--- config.mk ---
export PLATFORM = sky130hd
export DESIGN_NAME = rob_param
export DESIGN_NICKNAME = d
export VERILOG_FILES = /design/src/rtl/rob_pkg.sv /design/src/rtl/rob_retire_sel.sv /design/src/rtl/rob_param.sv
export SDC_FILE = /design/constraint.sdc
export NUM_CORES = 2
export LEC_CHECK = 0
export CAP_MARGIN = 20
export CORE_ASPECT_RATIO = 2
export CORE_MARGIN = 5
export CORE_UTILIZATION = 35
export DETAILED_ROUTE_END_ITERATION = 10
export PLACE_DENSITY_LB_ADDON = 0.08
export SYNTH_ARGS = -nofsm -noshare
export SYNTH_HDL_FRONTEND = slang
export SYNTH_HIERARCHICAL = 1
export SYNTH_SLANG_ARGS = --single-unit
--- constraint.sdc ---
create_clock -name clock -period 11.67 [get_ports clock]
set_input_delay 2.334 -clock clock [delete_from_list [all_inputs] [get_ports clock]]
set_output_delay 2.334 -clock clock [all_outputs]
set_load 0.1 [all_outputs]
--- src/rtl/rob_pkg.sv ---
// Shared definitions for the re-order buffer.
//   ROB_DEPTH / ROB_PR_W / ROB_CDB_W : default sizing for rob_param
//   rob_entry_t                      : per-entry state (valid, ready, halt, T, Told)
//   RETIRE_NONE_TAG                  : all-ones filler for unused retire slots
//   wrap_add                         : ROB index addition modulo a power-of-2 depth
package rob_pkg;

  localparam int unsigned ROB_DEPTH = 64;
  localparam int unsigned ROB_PR_W  = 7;
  localparam int unsigned ROB_CDB_W = 6;

  // Wide enough for any tag width; users slice the low PR_W bits.
  localparam logic [31:0] RETIRE_NONE_TAG = '1;

  typedef struct packed {
    logic                valid;
    logic                ready;
    logic                halt;
    logic [ROB_PR_W-1:0] t;
    logic [ROB_PR_W-1:0] told;
  } rob_entry_t;

  // depth must be a power of two, so the modulo reduces to a mask.
  function automatic int unsigned wrap_add(input int unsigned a, input int unsigned b,
                                           input int unsigned depth);
    return (a + b) & (depth - 1);
  endfunction

endpackage

--- src/rtl/rob_retire_sel.sv ---
// In-order retire selector for the re-order buffer.
// Looks at the RETIRE_W oldest entries (slot 0 = head) and takes the longest
// prefix that is allowed, valid and ready, stopping right after a halt.
//   slot_valid/ready/halt : state of the entries at head+i
//   slot_allow            : per-slot permission (halted flag, mispredict limit)
//   slot_en               : slot i retires this cycle
//   num                   : number of retiring entries
//   halt_out              : a halt entry is among the retiring ones
module rob_retire_sel #(
  parameter int RETIRE_W = 2,
  localparam int RN_W = $clog2(RETIRE_W + 1)
) (
  input  logic [RETIRE_W-1:0] slot_valid,
  input  logic [RETIRE_W-1:0] slot_ready,
  input  logic [RETIRE_W-1:0] slot_halt,
  input  logic [RETIRE_W-1:0] slot_allow,
  output logic [RETIRE_W-1:0] slot_en,
  output logic [RN_W-1:0]     num,
  output logic                halt_out
);

  logic go;

  always_comb begin
    slot_en  = '0;
    num      = '0;
    halt_out = 1'b0;
    go       = 1'b1;
    for (int i = 0; i < RETIRE_W; i++) begin
      if (go && slot_allow[i] && slot_valid[i] && slot_ready[i]) begin
        slot_en[i] = 1'b1;
        num        = num + RN_W'(1);
        // Nothing younger than a halt may commit alongside it.
        if (slot_halt[i]) begin
          halt_out = 1'b1;
          go       = 1'b0;
        end
      end else begin
        go = 1'b0;
      end
    end
  end

endmodule

--- src/rtl/rob_param.sv ---
// Parametrised re-order buffer.
// Allocates up to DISPATCH_W entries per cycle at the tail, marks entries
// complete by ROB index from CDB_W channels, and retires up to RETIRE_W ready
// entries in order from the head, returning Told to the freelist and T to the
// architectural map table.
// Optional macro ROB_BRANCH_RECOVER_EN: when defined, br_mispredict rolls the
// tail back to br_rob_idx+1 and squashes younger entries; when undefined the
// branch inputs are ignored.
// Ports:
//   clock, reset          : rising-edge clock, synchronous active-low reset
//   id_dispatch_num       : entries dispatched this cycle (slot 0 first)
//   id_valid_inst         : per slot, 0 = entry enters already ready
//   id_halt               : per slot, entry is a halt
//   fl_pr, mt_told        : per slot new tag T and previous mapping Told
//   id_cap                : slots available (from registered count)
//   rob_idx               : index assigned to dispatch slot k (tail+k)
//   cdb_valid/cdb_rob_idx : completion channels
//   br_mispredict/br_rob_idx : squash everything younger than br_rob_idx
//   fl_retire_num         : entries retiring this cycle
//   fl_retire_told        : Told per retire slot, all-ones when unused
//   mt_retire_tag         : T per retire slot, all-ones when unused
//   retire_halt           : a halt retires this cycle
//   rob_count             : registered occupancy
module rob_param
  import rob_pkg::*;
#(
  parameter int DEPTH      = ROB_DEPTH,
  parameter int DISPATCH_W = 2,
  parameter int RETIRE_W   = 2,
  parameter int CDB_W      = ROB_CDB_W,
  parameter int PR_W       = ROB_PR_W,
  parameter int IDX_W      = $clog2(DEPTH),
  parameter int NUM_W      = $clog2(DISPATCH_W + 1),
  localparam int RN_W      = $clog2(RETIRE_W + 1)
) (
  input  logic                       clock,
  input  logic                       reset,
  input  logic [NUM_W-1:0]           id_dispatch_num,
  input  logic [DISPATCH_W-1:0]      id_valid_inst,
  input  logic [DISPATCH_W-1:0]      id_halt,
  input  logic [DISPATCH_W*PR_W-1:0] fl_pr,
  input  logic [DISPATCH_W*PR_W-1:0] mt_told,
  output logic [NUM_W-1:0]           id_cap,
  output logic [DISPATCH_W*IDX_W-1:0] rob_idx,
  input  logic [CDB_W-1:0]           cdb_valid,
  input  logic [CDB_W*IDX_W-1:0]     cdb_rob_idx,
  input  logic                       br_mispredict,
  input  logic [IDX_W-1:0]           br_rob_idx,
  output logic [RN_W-1:0]            fl_retire_num,
  output logic [RETIRE_W*PR_W-1:0]   fl_retire_told,
  output logic [RETIRE_W*PR_W-1:0]   mt_retire_tag,
  output logic                       retire_halt,
  output logic [IDX_W:0]             rob_count
);

  localparam logic [PR_W-1:0] NONE_TAG = RETIRE_NONE_TAG[PR_W-1:0];

  // Control state (reset) and entry payload (not reset).
  logic [DEPTH-1:0] valid_q, ready_q, halt_q;
  logic [PR_W-1:0]  t_q    [DEPTH];
  logic [PR_W-1:0]  told_q [DEPTH];
  logic [IDX_W-1:0] head_q, tail_q;
  logic [IDX_W:0]   count_q;
  logic             halted_q;

  logic [IDX_W-1:0]    wp [DISPATCH_W];
  logic                disp_ok;
  logic [NUM_W-1:0]    disp_num;
  logic [IDX_W-1:0]    tail_d;
  logic [IDX_W:0]      count_d;

  logic                squash_act;
  logic [IDX_W-1:0]    squash_num;
  logic [DEPTH-1:0]    squash_mask;

  logic [IDX_W-1:0]    slot_ptr [RETIRE_W];
  logic [RETIRE_W-1:0] slot_valid, slot_ready, slot_halt, slot_allow, slot_en;
  logic [RN_W-1:0]     ret_num;
  logic                ret_halt;

  // Capacity uses only the registered count; this cycle's retires give no credit.
  always_comb begin
    if (32'(count_q) + 32'(DISPATCH_W) <= 32'(DEPTH)) id_cap = NUM_W'(DISPATCH_W);
    else                                               id_cap = NUM_W'(32'(DEPTH) - 32'(count_q));
  end

  for (genvar k = 0; k < DISPATCH_W; k++) begin : g_wp
    assign wp[k] = IDX_W'(wrap_add(32'(tail_q), k, DEPTH));
    assign rob_idx[k*IDX_W +: IDX_W] = wp[k];
  end

`ifdef ROB_BRANCH_RECOVER_EN
  logic [IDX_W-1:0] br_dist;

  assign squash_act = br_mispredict;
  assign br_dist    = br_rob_idx - head_q;
  // Entries br+1 .. tail-1; when full (tail==head) this still counts correctly.
  assign squash_num = tail_q - br_rob_idx - IDX_W'(1);

  for (genvar e = 0; e < DEPTH; e++) begin : g_sq
    logic [IDX_W-1:0] age;
    assign age            = IDX_W'(e) - br_rob_idx - IDX_W'(1);
    assign squash_mask[e] = squash_act && (age < squash_num);
  end

  for (genvar i = 0; i < RETIRE_W; i++) begin : g_allow
    // During a mispredict only the branch and older entries may retire.
    assign slot_allow[i] = !halted_q && (!squash_act || (IDX_W'(i) <= br_dist));
  end

  assign tail_d = squash_act ? br_rob_idx + IDX_W'(1) : tail_q + IDX_W'(disp_num);
`else
  logic unused_br;

  assign unused_br   = ^{br_mispredict, br_rob_idx};
  assign squash_act  = 1'b0;
  assign squash_num  = '0;
  assign squash_mask = '0;
  assign slot_allow  = {RETIRE_W{!halted_q}};
  assign tail_d      = tail_q + IDX_W'(disp_num);
`endif

  // An over-capacity request is dropped as a whole, as is any dispatch in a
  // mispredict cycle.
  assign disp_ok  = !squash_act && (id_dispatch_num <= id_cap);
  assign disp_num = disp_ok ? id_dispatch_num : '0;

  for (genvar i = 0; i < RETIRE_W; i++) begin : g_slot
    assign slot_ptr[i]   = IDX_W'(wrap_add(32'(head_q), i, DEPTH));
    assign slot_valid[i] = valid_q[slot_ptr[i]];
    assign slot_ready[i] = ready_q[slot_ptr[i]];
    assign slot_halt[i]  = halt_q[slot_ptr[i]];
    assign fl_retire_told[i*PR_W +: PR_W] = slot_en[i] ? told_q[slot_ptr[i]] : NONE_TAG;
    assign mt_retire_tag[i*PR_W +: PR_W]  = slot_en[i] ? t_q[slot_ptr[i]]    : NONE_TAG;
  end

  rob_retire_sel #(.RETIRE_W(RETIRE_W)) u_retire_sel (
    .slot_valid (slot_valid),
    .slot_ready (slot_ready),
    .slot_halt  (slot_halt),
    .slot_allow (slot_allow),
    .slot_en    (slot_en),
    .num        (ret_num),
    .halt_out   (ret_halt)
  );

  assign fl_retire_num = ret_num;
  assign retire_halt   = ret_halt;
  assign rob_count     = count_q;

  assign count_d = (IDX_W+1)'(32'(count_q) + 32'(disp_num) - 32'(ret_num) - 32'(squash_num));

  always_ff @(posedge clock) begin
    if (!reset) begin
      valid_q  <= '0;
      ready_q  <= '0;
      halt_q   <= '0;
      head_q   <= '0;
      tail_q   <= '0;
      count_q  <= '0;
      halted_q <= 1'b0;
    end else begin
      assert (id_dispatch_num <= id_cap);
      // Later assignments win: retire and squash clears override completion.
      for (int c = 0; c < CDB_W; c++) begin
        if (cdb_valid[c] && valid_q[cdb_rob_idx[c*IDX_W +: IDX_W]])
          ready_q[cdb_rob_idx[c*IDX_W +: IDX_W]] <= 1'b1;
      end
      for (int i = 0; i < RETIRE_W; i++) begin
        if (slot_en[i]) begin
          valid_q[slot_ptr[i]] <= 1'b0;
          ready_q[slot_ptr[i]] <= 1'b0;
          halt_q[slot_ptr[i]]  <= 1'b0;
        end
      end
      for (int e = 0; e < DEPTH; e++) begin
        if (squash_mask[e]) begin
          valid_q[e] <= 1'b0;
          ready_q[e] <= 1'b0;
          halt_q[e]  <= 1'b0;
        end
      end
      for (int k = 0; k < DISPATCH_W; k++) begin
        if (k < int'(disp_num)) begin
          valid_q[wp[k]] <= 1'b1;
          ready_q[wp[k]] <= ~id_valid_inst[k];
          halt_q[wp[k]]  <= id_halt[k];
        end
      end
      head_q  <= head_q + IDX_W'(ret_num);
      tail_q  <= tail_d;
      count_q <= count_d;
      if (ret_halt) halted_q <= 1'b1;
    end
  end

  always_ff @(posedge clock) begin
    for (int k = 0; k < DISPATCH_W; k++) begin
      if (k < int'(disp_num)) begin
        t_q[wp[k]]    <= fl_pr[k*PR_W +: PR_W];
        told_q[wp[k]] <= mt_told[k*PR_W +: PR_W];
      end
    end
  end

endmodule

==> out/results.ini <==
[status]
status = finished clean

[timing]
finalHoldWorstSlack_ns = 0.480
worstMarginPinSlew_ns = 1.38
setup_tns_ns = 0
worst_slack_ns = 1.66
rsz0062_at_grt = no
fin_crit_ns = 10.01
final_max_slew_viol_count = 0
period_share = 0.858
skew_ns = 0.0398
finalHoldViolations = 0
slew_headroom = 0.0788
setup_viol = 0
fmax_mhz = 99.9

[die]
ios = 137
coreArea_um2 = 197000
die_h_um = 639
placement_rows = 231
dieWidth_um = 325
start_util = 0.351
dieArea_um2 = 208000

[power_and_ir_drop]
peakVddDrop_mv = 0.136
power.leakage_nw = 26.2
power_density_nw_per_um2 = 130

[synth]
syn_nets = 7156
synthArstFlopShare = 0
synth_cell_type_count = 95
ys_top_cells_by_count = 1100 x nand2_1, 896 x edfxtp_1, 892 x a22oi_1, 676 x mux2_2, 628 x clkbuf_1
synth_edf_count = 896
syn_avg_cell_area_um2 = 9.84
netlist_instances = 7046
ys_seq_area_frac = 0.449
synth.area.top_cells = edfxtp_1 39%, mux2_2 11%, a22oi_1 9.7%
synth_flop_cell = edfxtp_1
synth_largest_area_cell = edfxtp_1
syn_area_um2 = 69300
ys_warn_count = 6
yosysMostFrequentCell = nand2_1
synth_top_area_frac = 0.388
ys_seq_elements = 1108

[clock_network]
clock_sinks = 1108
root_buffer = clkbuf_16
insertion_delay_ns = 0.81
cts_max_path_buffers = 3
cts_setup_buffers = 0
post_cts_resized = 0
cts_max_level = 3
cts_inserted_buffers = 109
path_clk_slew_ns = 0.08
cts_tree = built
cts_hold_buf = 0

[layout]
drive_gt1_frac = 0.222
final_core_util = 0.402
fillers = 19500
synthToLayoutAreaGrowth_pct = 14.5
nets = 7037

[routing]
routed_wl_um = 506000
drtPass1Iterations = 9
ant_nets = 0
vias = 71800
vias_per_cell = 7.44
wl_per_cell_um = 52.4
drtIter0Drc = 12200
drcViolationCount = 0

[grt]
antenna_found_initial = 70
grt_max_degree = 87
gr-total-overflow = 0
first_global_vias = 66400
grtUsageTotal = 0.479
grt_pass1_wl_um = 670000

[worst_setup_path]
arrival_ns = 7.68
path_class = register to output port
critical_path_required_ns = 9.34
cp_max_fo = 65
r2r_cells = 21
crit_start = head_q[0]$_SDFF_PN0_
end_kind = output port
r2r_end = rob_count[6]$_SDFF_PN0_
startpoint_type = register
reg2reg_setup_slack_ns = 4.06
r2r_start = head_q[0]$_SDFF_PN0_

[worst_hold_path]
hp-class = register to register
whs_path_depth = 2
hold_start = halted_q$_SDFFE_PN0P_
hold_end = halted_q$_SDFFE_PN0P_

[placed_design]
dp_slack_ns = 3.21
port-buffer-count = 129
routabilityCongestion = 1.06
hpwl_um = 332000

[flow_run]
maxCapViolations = 0

sequential cells by signal, summed over array words and instances (netlist names):
| name | count |
|---|---|
| halted_q | 1 |
| told_q | 448 |
| head_q | 6 |
| halt_q | 64 |
| ready_q | 64 |
| rob_count | 7 |
| valid_q | 64 |
| tail_q | 6 |
| t_q | 448 |
layer usage:
| metal | global-route usage | up-vias | part of all wire |
|---|---|---|---|
| met5 | 0 | - | 0.00036 |
| met4 | 0.532 | 22 | 0.15 |
| met3 | 0.175 | 2310 | 0.10 |
| met2 | 0.735 | 6262 | 0.45 |
| met1 | 0.475 | 35900 | 0.30 |
| li1 | - | 27400 | - |
power by group:
group	internal (W)	switching (W)	total (W)
combinational	0.000578	0.00157	0.00214
sequential	0.00439	0.0000994	0.00449
clock	0.00191	0.00179	0.00370
cells in the final DEF, fill, tap and decap left out, types with 51 or more instances in the layout:
cell / instances
nand2_1: 1097
edfxtp_1: 896
a22oi_1: 890
mux2_2: 676
buf_4: 400
nor2_1: 286
a221oi_1: 242
nand4_1: 209
dfxtp_1: 209
a21oi_1: 192
a22o_1: 172
o21ai_0: 122
clkbuf_16: 113
nand3_1: 106
clkdlybuf4s50_1: 96
a31oi_1: 87
a211oi_1: 76
diode_2: 73
a311oi_1: 70
nor2_2: 51
metrics by stage:
step                      area (µm²)  total power (W)  instances
after global placement         74700          0.00651       9334
after floorplan                69300          0.00559       7046
after global routing           79200           0.0105       9604
after detailed placement       74900          0.00654       9340
final                          79400           0.0103       9654
after CTS                      78400           0.0102       9542
worst max-delay path, cell delays in order (launching register included):
cell and delay, ns:
dfxtp_1 0.78, ha_1 0.34, xor2_1 0.63, nor3_2 0.19, buf_12 0.29, a22oi_1 0.24, nand4_1 0.83, nor2_1 0.83
a311oi_1 0.24, a311oi_1 0.93, o21ai_0 0.40, clkdlybuf4s50_1 1.08
cell families (layout without fill, tap and decap cells):
family,after synthesis,count (layout),share of synthesized area
AO/OA/AOI/OAI,2212,2212,0.239
AND/OR/NAND/NOR,2067,2067,0.134
flip-flops,1108,1108,0.449
buffers and inverters,877,849,0.0488
multiplexers,737,737,0.122
adder cells (fa/ha/maj),25,25,0.00495
XOR/XNOR,20,20,0.00253
other,0,73,0
final cells by class:
cell class / count / area [µm²] / share of cell area
multi-input combinational: 5061 / 35700 / 0.450
sequential: 1108 / 31200 / 0.393
timing repair buffer: 591 / 5420 / 0.0683
tap: 2563 / 3210 / 0.0404
clock buffer: 130 / 2850 / 0.0359
clock inverter: 72 / 642 / 0.00809
inverter: 56 / 215 / 0.00271
antenna: 73 / 183 / 0.00230
how the worst max path moves through the flow:
stage	endpoint	slack [ns]
6_report	mt_retire_tag[9]	1.66
5_1_grt	mt_retire_tag[9]	1.73
4_1_cts	mt_retire_tag[13]	2.40
3_5_place_dp	mt_retire_tag[13]	3.21
3_3_place_gp	mt_retire_tag[13]	3.21
2_1_floorplan	fl_retire_num[1]	4.49
Note: power is estimated with default switching activity, not from simulation.
